## src/rtl/leap_mem_arbiter.sv

```systemverilog
// leap_mem_arbiter: round-robin share of one LEAP memory port among NUM_PORTS bus bridges
module leap_mem_arbiter #(
  parameter int NUM_PORTS      = 4,
  parameter int DATA_WIDTH     = 32,
  parameter int ADDR_WIDTH     = 32,
  parameter int TIMEOUT_CYCLES = 1024,
  localparam int IDX_WIDTH     = $clog2(NUM_PORTS)
) (
  input  logic                             clk,
  input  logic                             rst,
  input  logic [NUM_PORTS-1:0]             up_write_req,
  input  logic [NUM_PORTS*DATA_WIDTH-1:0]  up_write_data,
  input  logic [NUM_PORTS*ADDR_WIDTH-1:0]  up_write_addr,
  output logic [NUM_PORTS-1:0]             up_write_ack,
  input  logic [NUM_PORTS-1:0]             up_read_req,
  input  logic [NUM_PORTS*ADDR_WIDTH-1:0]  up_read_addr,
  output logic [NUM_PORTS-1:0]             up_read_ack,
  output logic [DATA_WIDTH-1:0]            up_read_data,
  output logic                             dn_write_req,
  output logic [DATA_WIDTH-1:0]            dn_write_data,
  output logic [ADDR_WIDTH-1:0]            dn_write_addr,
  input  logic                             dn_write_ack,
  output logic                             dn_read_req,
  output logic [ADDR_WIDTH-1:0]            dn_read_addr,
  input  logic                             dn_read_ack,
  input  logic [DATA_WIDTH-1:0]            dn_read_data,
  output logic [IDX_WIDTH-1:0]             grant_idx,
  output logic [NUM_PORTS-1:0]             timeout_err
);
  localparam int WD_WIDTH = TIMEOUT_CYCLES > 1 ? $clog2(TIMEOUT_CYCLES) : 1;
  typedef enum logic [1:0] {IDLE, WAIT_ACK, RELEASE} state_t;
  state_t                state, state_nxt;
  logic [IDX_WIDTH-1:0]  rr_ptr, win_idx, cand, nxt_ptr;
  logic [WD_WIDTH-1:0]   wd_cnt;
  logic [NUM_PORTS-1:0]  elig, grant_oh;
  logic                  win, wr_hit, rd_hit, hit, expire;
  assign elig     = up_write_req | up_read_req;
  assign grant_oh = NUM_PORTS'(1) << grant_idx;
  assign nxt_ptr  = grant_idx == IDX_WIDTH'(NUM_PORTS-1) ? '0 : grant_idx + 1'b1;
  // dn_write_req doubles as the op-type flag while a transaction is in flight
  assign wr_hit   = state == WAIT_ACK && dn_write_req && dn_write_ack;
  assign rd_hit   = state == WAIT_ACK && dn_read_req && dn_read_ack;
  assign hit      = wr_hit | rd_hit;
  assign expire   = state == WAIT_ACK && TIMEOUT_CYCLES != 0 && !hit &&
                    wd_cnt == WD_WIDTH'(TIMEOUT_CYCLES-1);
  assign up_write_ack = wr_hit ? grant_oh : '0;
  assign up_read_ack  = rd_hit ? grant_oh : '0;
  assign up_read_data = dn_read_data;
  // scan from the far end so the candidate closest to rr_ptr overwrites the rest
  always_comb begin
    win     = 1'b0;
    win_idx = '0;
    cand    = '0;
    for (int k = NUM_PORTS-1; k >= 0; k--) begin
      cand = IDX_WIDTH'((int'(rr_ptr) + k) % NUM_PORTS);
      if (elig[cand]) begin
        win     = 1'b1;
        win_idx = cand;
      end
    end
  end
  always_comb begin
    state_nxt = state;
    if (state == IDLE) state_nxt = win ? WAIT_ACK : IDLE;
    else if (state == WAIT_ACK) state_nxt = (hit || expire) ? RELEASE : WAIT_ACK;
    else state_nxt = IDLE;
  end
  always_ff @(posedge clk or posedge rst) begin
    if (rst) state <= IDLE;
    else state <= state_nxt;
  end
  always_ff @(posedge clk or posedge rst) begin
    if (rst) begin
      rr_ptr        <= '0;
      grant_idx     <= '0;
      dn_write_req  <= 1'b0;
      dn_read_req   <= 1'b0;
      dn_write_addr <= '0;
      dn_write_data <= '0;
      dn_read_addr  <= '0;
      timeout_err   <= '0;
      wd_cnt        <= '0;
    end else begin
      wd_cnt <= state == WAIT_ACK ? wd_cnt + 1'b1 : '0;
      if (state == IDLE && win) begin
        grant_idx    <= win_idx;
        dn_write_req <= up_write_req[win_idx];
        dn_read_req  <= !up_write_req[win_idx];
        if (up_write_req[win_idx]) begin
          dn_write_addr <= up_write_addr[int'(win_idx)*ADDR_WIDTH +: ADDR_WIDTH];
          dn_write_data <= up_write_data[int'(win_idx)*DATA_WIDTH +: DATA_WIDTH];
        end else dn_read_addr <= up_read_addr[int'(win_idx)*ADDR_WIDTH +: ADDR_WIDTH];
      end
      if (hit || expire) begin
        dn_write_req <= 1'b0;
        dn_read_req  <= 1'b0;
        rr_ptr       <= nxt_ptr;
      end
      if (expire) timeout_err[grant_idx] <= 1'b1;
    end
  end
endmodule

```

## config.mk

```make
export PLATFORM = sky130hd
export DESIGN_NAME = leap_mem_arbiter
export DESIGN_NICKNAME = d
export VERILOG_FILES = /design/src/rtl/leap_mem_arbiter.sv
export SDC_FILE = /design/constraint.sdc
export NUM_CORES = 1
export LEC_CHECK = 0
export BUFFER_PORTS_ARGS = -buffer_cell sky130_fd_sc_hd__buf_2
export CAP_MARGIN = 20
export CORE_AREA = 3 3 220 222
export CTS_CLUSTER_SIZE = 8
export DETAILED_ROUTE_END_ITERATION = 8
export DIE_AREA = 0 0 223 225
export REMOVE_ABC_BUFFERS = 1
export SYNTH_ARGS = -nofsm -noshare
export SYNTH_HDL_FRONTEND = slang
export SYNTH_SLANG_ARGS = --single-unit
export TNS_END_PERCENT = 1
```

## constraint.sdc

```tcl
create_clock -name clk -period 6 [get_ports clk]
set_clock_uncertainty 0.1 [all_clocks]
set_input_delay 0.3 -clock clk [delete_from_list [all_inputs] [get_ports clk]]
set_output_delay 0.3 -clock clk [all_outputs]
set_load 0.05 [all_outputs]
```

Word level (Yosys, flattened, before mapping):

Cells that the tools add are included.

* bits in registers: 118
* latch bits: 0
* RAM bits: 0
* ROM bits: 0
* input bits: 428
* output and inout bits: 144
* memories: 0

* $add $sub $neg: 5
* multipliers: 0
* div/mod/pow operators: 0
* order comparisons: 7
* equal/unequal tests: 3
* shift-type cells: 4
* muxes and demuxes: 32
* bitwise operators: 4
* reduce and logical (&&, ||, !) cells: 15

Operator list (number)
* $shiftx A128 B8 Y32: 3
* $lt A2 B3 Y1 const B: 6
* $mux W2: 8
* $mux W1: 15
* $add A10 B1 Y10 const B: 1
* $bmux W1 S2: 5
* $eq A10 B10 Y1 const B: 1
* $mux W10: 1
* $logic_and A1 B1 Y1: 8
* $mux W4: 2
* $or A4 B4 Y4: 2
* $add A2 B1 Y2 const B: 2
* $add A2 B2 Y2 const B: 2
* $reduce_and A2 Y1: 2
* $shl A1 B2 Y4 const A: 1
* $demux W1 S2: 1
* $eq A2 B1 Y1 const B: 1
* $eq A2 B2 Y1 const B: 1
* $ge A2 B1 Y1 const B: 1
* $logic_not A1 Y1: 2
* $logic_not A2 Y1: 1
* $reduce_bool A2 Y1: 1
* $logic_or A1 B1 Y1: 1
* $not A1 Y1: 1
* $or A1 B1 Y1: 1

Depth between registers and ports, before layout:

* depth after elaboration: 12
* gate-level depth with buffers: 9

Worst setup path after synthesis:

No wires, ideal clock.

* kind: register -> register
* start: reg rr_ptr[1]
* end: reg dn_read_addr[0]
* arrival: 2054 ps
* path slack: 3721 ps
* cell stages (with the launch flop): 9
* path buffers: 2
* clock period less this slack: 2279 ps
* cells stage by stage: dfrtp_1 > buf_2 > nor3_1 > a211oi_2 > o31a_1 > a2bb2oi_1 > nor2_1 > buf_2 > mux2_2

* word-level cells in the longest chain between the ends: 11
* elaborated cells between the ends (all ways): 25
* those cells by class: 3 x add/sub; 1 x shift; 18 x mux; 1 x bitwise; 2 x reduce/logical

RTL lines
* from (decl): RTL line 33 `logic [IDX_WIDTH-1:0] rr_ptr, win_idx, cand, nxt_ptr;`
* from (signal assigned): RTL line 97 `rr_ptr <= nxt_ptr;`
* parallel branches: the longest is 11 deep, another holds $add A2 B2 Y2
* to (signal assigned): RTL line 92 `end else dn_read_addr <= up_read_addr[int'(win_idx)*ADDR_WIDTH +: ADDR_WIDTH];`
* to (decl): RTL line 24 `output logic [ADDR_WIDTH-1:0] dn_read_addr,`

Parallel ways; which one is timed is not known. The select of a mux whose other input is x is not followed.
A chain may end at the register's enable or synchronous reset.

Worst setup path in the final report:

* start: reg rr_ptr[1]
* end: reg dn_write_data[2]

* word-level cells in the longest chain between the ends: 10
* elaborated cells between the ends (all ways): 24
* those cells by class: 3 x add/sub; 1 x shift; 18 x mux; 2 x reduce/logical

RTL lines
* parallel branches: the longest is 10 deep, another holds $add A2 B2 Y2
* to (signal assigned): RTL line 91 `dn_write_data <= up_write_data[int'(win_idx)*DATA_WIDTH +: DATA_WIDTH];`
* to (decl): RTL line 20 `output logic [DATA_WIDTH-1:0] dn_write_data,`

Parallel ways; which one is timed is not known. The select of a mux whose other input is x is not followed.

==> impl_results.md <==
* Clock latency on the worst-skew pair at about 0.45 ns
* Most frequent cell after synthesis: mux2i_1
* Root buf cell: clkbuf_16
* Leak at 6.27 nW
* Die width at 223 um
* Slew Viols, Final at 0
* Area growth syn-to-layout at 42.3%
* Cell count after synthesis at 685
* Post-CTS Setup Inserts at 0
* Setup violators final at 0
* DR vias at 7090
* Final critical-path required period at 3.49 ns
* Fmax at 0.286 GHz
* CP required at 6.23 ns
* Sequential fraction of the synthesis area at 0.357
* Final setup margin at 2.51 ns
* Post-synth top cells: 289 x mux2i_1, 118 x dfrtp_1, 49 x mux2_4, 48 x mux2_2, 32 x buf_4
* Library cells used by synthesis at between 40 and 50
* DRC errors left at 0
* First-pass DRT Iterations at 4
* Post-synthesis cell area at between 8000 and 9000 um2
* Initial core utilization at 0.178
* Hold endpoint: dn_read_addr[9]$_DFFE_PP0P_
* Clk slew on worst S/H paths at 0.06 ns
* TritonCTS buffer count at 17
* Filler-free cell count of the finished design at 1765
* Pwr Density at 589 nW/um2
* IO Count at roughly 570
* Setup CP Type: flop to flop
* WP data arrival at between 3 and 4 ns
* Number of flops mapped to enable cells by yosys at 0
* YS warnings at 0
* Reg2Reg Setup Slack at approximately 2.5 ns
* GRT Total Usage at 0.115
* First-pass GRT wire length at about 43 mm
* # Max-Cap Violations at 0
* Largest net degree at the start of global routing at 111
* Min-Delay Path Depth at 4
* DIE HEIGHT at 225 um
* Cts-stage hold buffer count at 1
* Wire per inst at 16.7 um
* DP Worst Slack at 2.49 ns
* Post_cts resized at 0
* Dpl cells at 1730
* Total Die Area at 50200 um2
* 1st-iter DRT viols at 231
* R2R Path Start: rr_ptr[1]$_DFFE_PP0P_
* CTS tree: built
* Crit path cell chain: o21ai_2 -> a311oi_2 -> a211oi_1 -> a2bb2oi_1 -> and2_4 -> buf_4 -> mux2_2
* Grt total ovfl at 0
* Critical path buffers and inverters at 1
* Final #Nets at 1576
* RSZ-0062 raised after global routing: no
* H-tree depth at 4
* Final Core Density at 0.253
* Peak VDD IR at roughly 0.00045 V
* Final Cycle Share at 0.582
* Yosys reg bits at around 120
* Max-slew headroom at 0.348
* CP max stage cell: and2_4
* Worst-margin pin slew at 0.975 ns
* Synthesized area per cell at 12.1 um2
* HP Class: input port to flop
* Vias in the first global route at 7564
* Layout fillers at 4939
* Core footprint at 46600 um2
* Row count at 79
* Vias per cell at roughly 4.0
* Clk buf depth at 2
* Layout cells sized above 1 at 0.563
* Setup crit end kind: flop
* Final hold violations at 0
* DRT Wirelength at ~30 mm
* Crit path max-delay family: compound AO/OA/AOI/OAI gates
* R2R Path End: dn_write_data[2]$_DFFE_PP0P_
* CP max stage delay at between 0.6 and 0.7 ns
* Share of flip-flops with an asynchronous set or reset at 1.00
* Status: finished clean
* Largest fanout on the critical path at 30
* DP HPWL at 24.0 mm
* Clock Sinks at roughly 120
* Area contributors post-synth: dfrtp_1 36%, mux2i_1 35%, mux2_4 8.9%
* Type of origin of the critical path: flop
* Antenna violations before repair at 2
* Dominant cell type by area after synthesis: dfrtp_1
* Gp weighted congestion at between 0.8 and 0.9
* Final ANT Viol Nets at 0
* Min-delay src: up_read_addr[41]
* Area share of the largest cell type after synthesis at 0.357
* IO buf count at 507
* Most used DFF post-synth: dfrtp_1
* FF-to-FF path depth at 7
==> report_power, final <==
| part | switching (mW) | internal, mW |
|---|---|---|
| Combinational | 2.72 | 1.80 |
| Clock | 0.399 | 0.600 |
| Sequential | 0.230 | 1.18 |
| Total | 3.35 | 3.58 |
==> sequential cells by signal, summed over array words and instances, names as in the netlist <==
signal and flops:
dn_write_data 32, dn_read_req 1, rr_ptr 2, dn_write_addr 32, state 2, dn_write_req 1, wd_cnt 10, dn_read_addr 32
timeout_err 4, grant_idx 2
==> worst max path at each step <==
| stage | from | to | slack (ns) | depth (start not counted) |
|---|---|---|---|---|
| after floorplan | rr_ptr[1]$_DFFE_PP0P_ | dn_write_addr[0]$_DFFE_PP0P_ | -9.61 | 6 |
| after global placement | rr_ptr[1]$_DFFE_PP0P_ | dn_write_addr[19]$_DFFE_PP0P_ | 2.62 | 7 |
| after detailed placement | rr_ptr[1]$_DFFE_PP0P_ | dn_write_addr[28]$_DFFE_PP0P_ | 2.49 | 7 |
| after CTS | rr_ptr[1]$_DFFE_PP0P_ | dn_write_addr[28]$_DFFE_PP0P_ | 2.48 | 7 |
| after global routing | rr_ptr[1]$_DFFE_PP0P_ | dn_write_addr[26]$_DFFE_PP0P_ | 2.24 | 7 |
| final | rr_ptr[1]$_DFFE_PP0P_ | dn_write_data[2]$_DFFE_PP0P_ | 2.51 | 7 |
==> routing by layer <==
metal,GRT usage,vias to the layer above,wire (um),share of wire
met5,0.0218,-,156,0.0053
li1,-,3391,-,-
met4,0.0468,2,681,0.023
met1,0.125,3267,11500,0.39
met2,0.187,392,13800,0.47
met3,0.0587,38,3390,0.11
==> logic make-up after synthesis <==
logic type	share of synthesized area
muxes	0.504
DFF	0.357
buffers and inverters	0.0610
and+or+nand+nor	0.0328
AOI/OAI and AO/OA	0.0318
xor gates and xnor gates	0.00530
adders and majority gates	0.00757
==> layout by cell type (no fill, tap or decap), types with 6 or more instances in the layout <==
cell type	count
and2_1	9
buf_2	507
clkbuf_16	17
dfrtp_1	118
mux2_2	48
mux2_4	49
mux2i_1	289
nand2_1	8
nand3_1	6
nor2_1	16
o21ai_0	9
==> worst min-delay path: stages <==
cell     delay, ns
buf_2         0.08
mux2i_1       0.06
mux2i_1       0.11
mux2_2        0.15
==> layout make-up <==
type                       count  area, um2  share of cell area
clock inverter                11       98.8             0.00840
clock buffer                  21        470              0.0400
tap                          607        759              0.0646
inverter                       4       17.5             0.00149
antenna                        2       5.00            0.000425
timing repair buffer         515       2630               0.223
sequential                   118       2950               0.251
multi-input combinational    487       4840               0.411
==> stage by stage <==
step	TNS, ns	instance area (um2)	power, mW	hold slack, ns
floorplan	-930.22	7780	5.08	0.333
global placement	0	11200	5.92	0.341
detailed placement	0	11200	5.99	0.343
CTS	0	11800	7.05	0.111
global route	0	11800	7.34	0.155
finish	0	11800	6.93	0.176
Power figures use the tool's default switching activity.
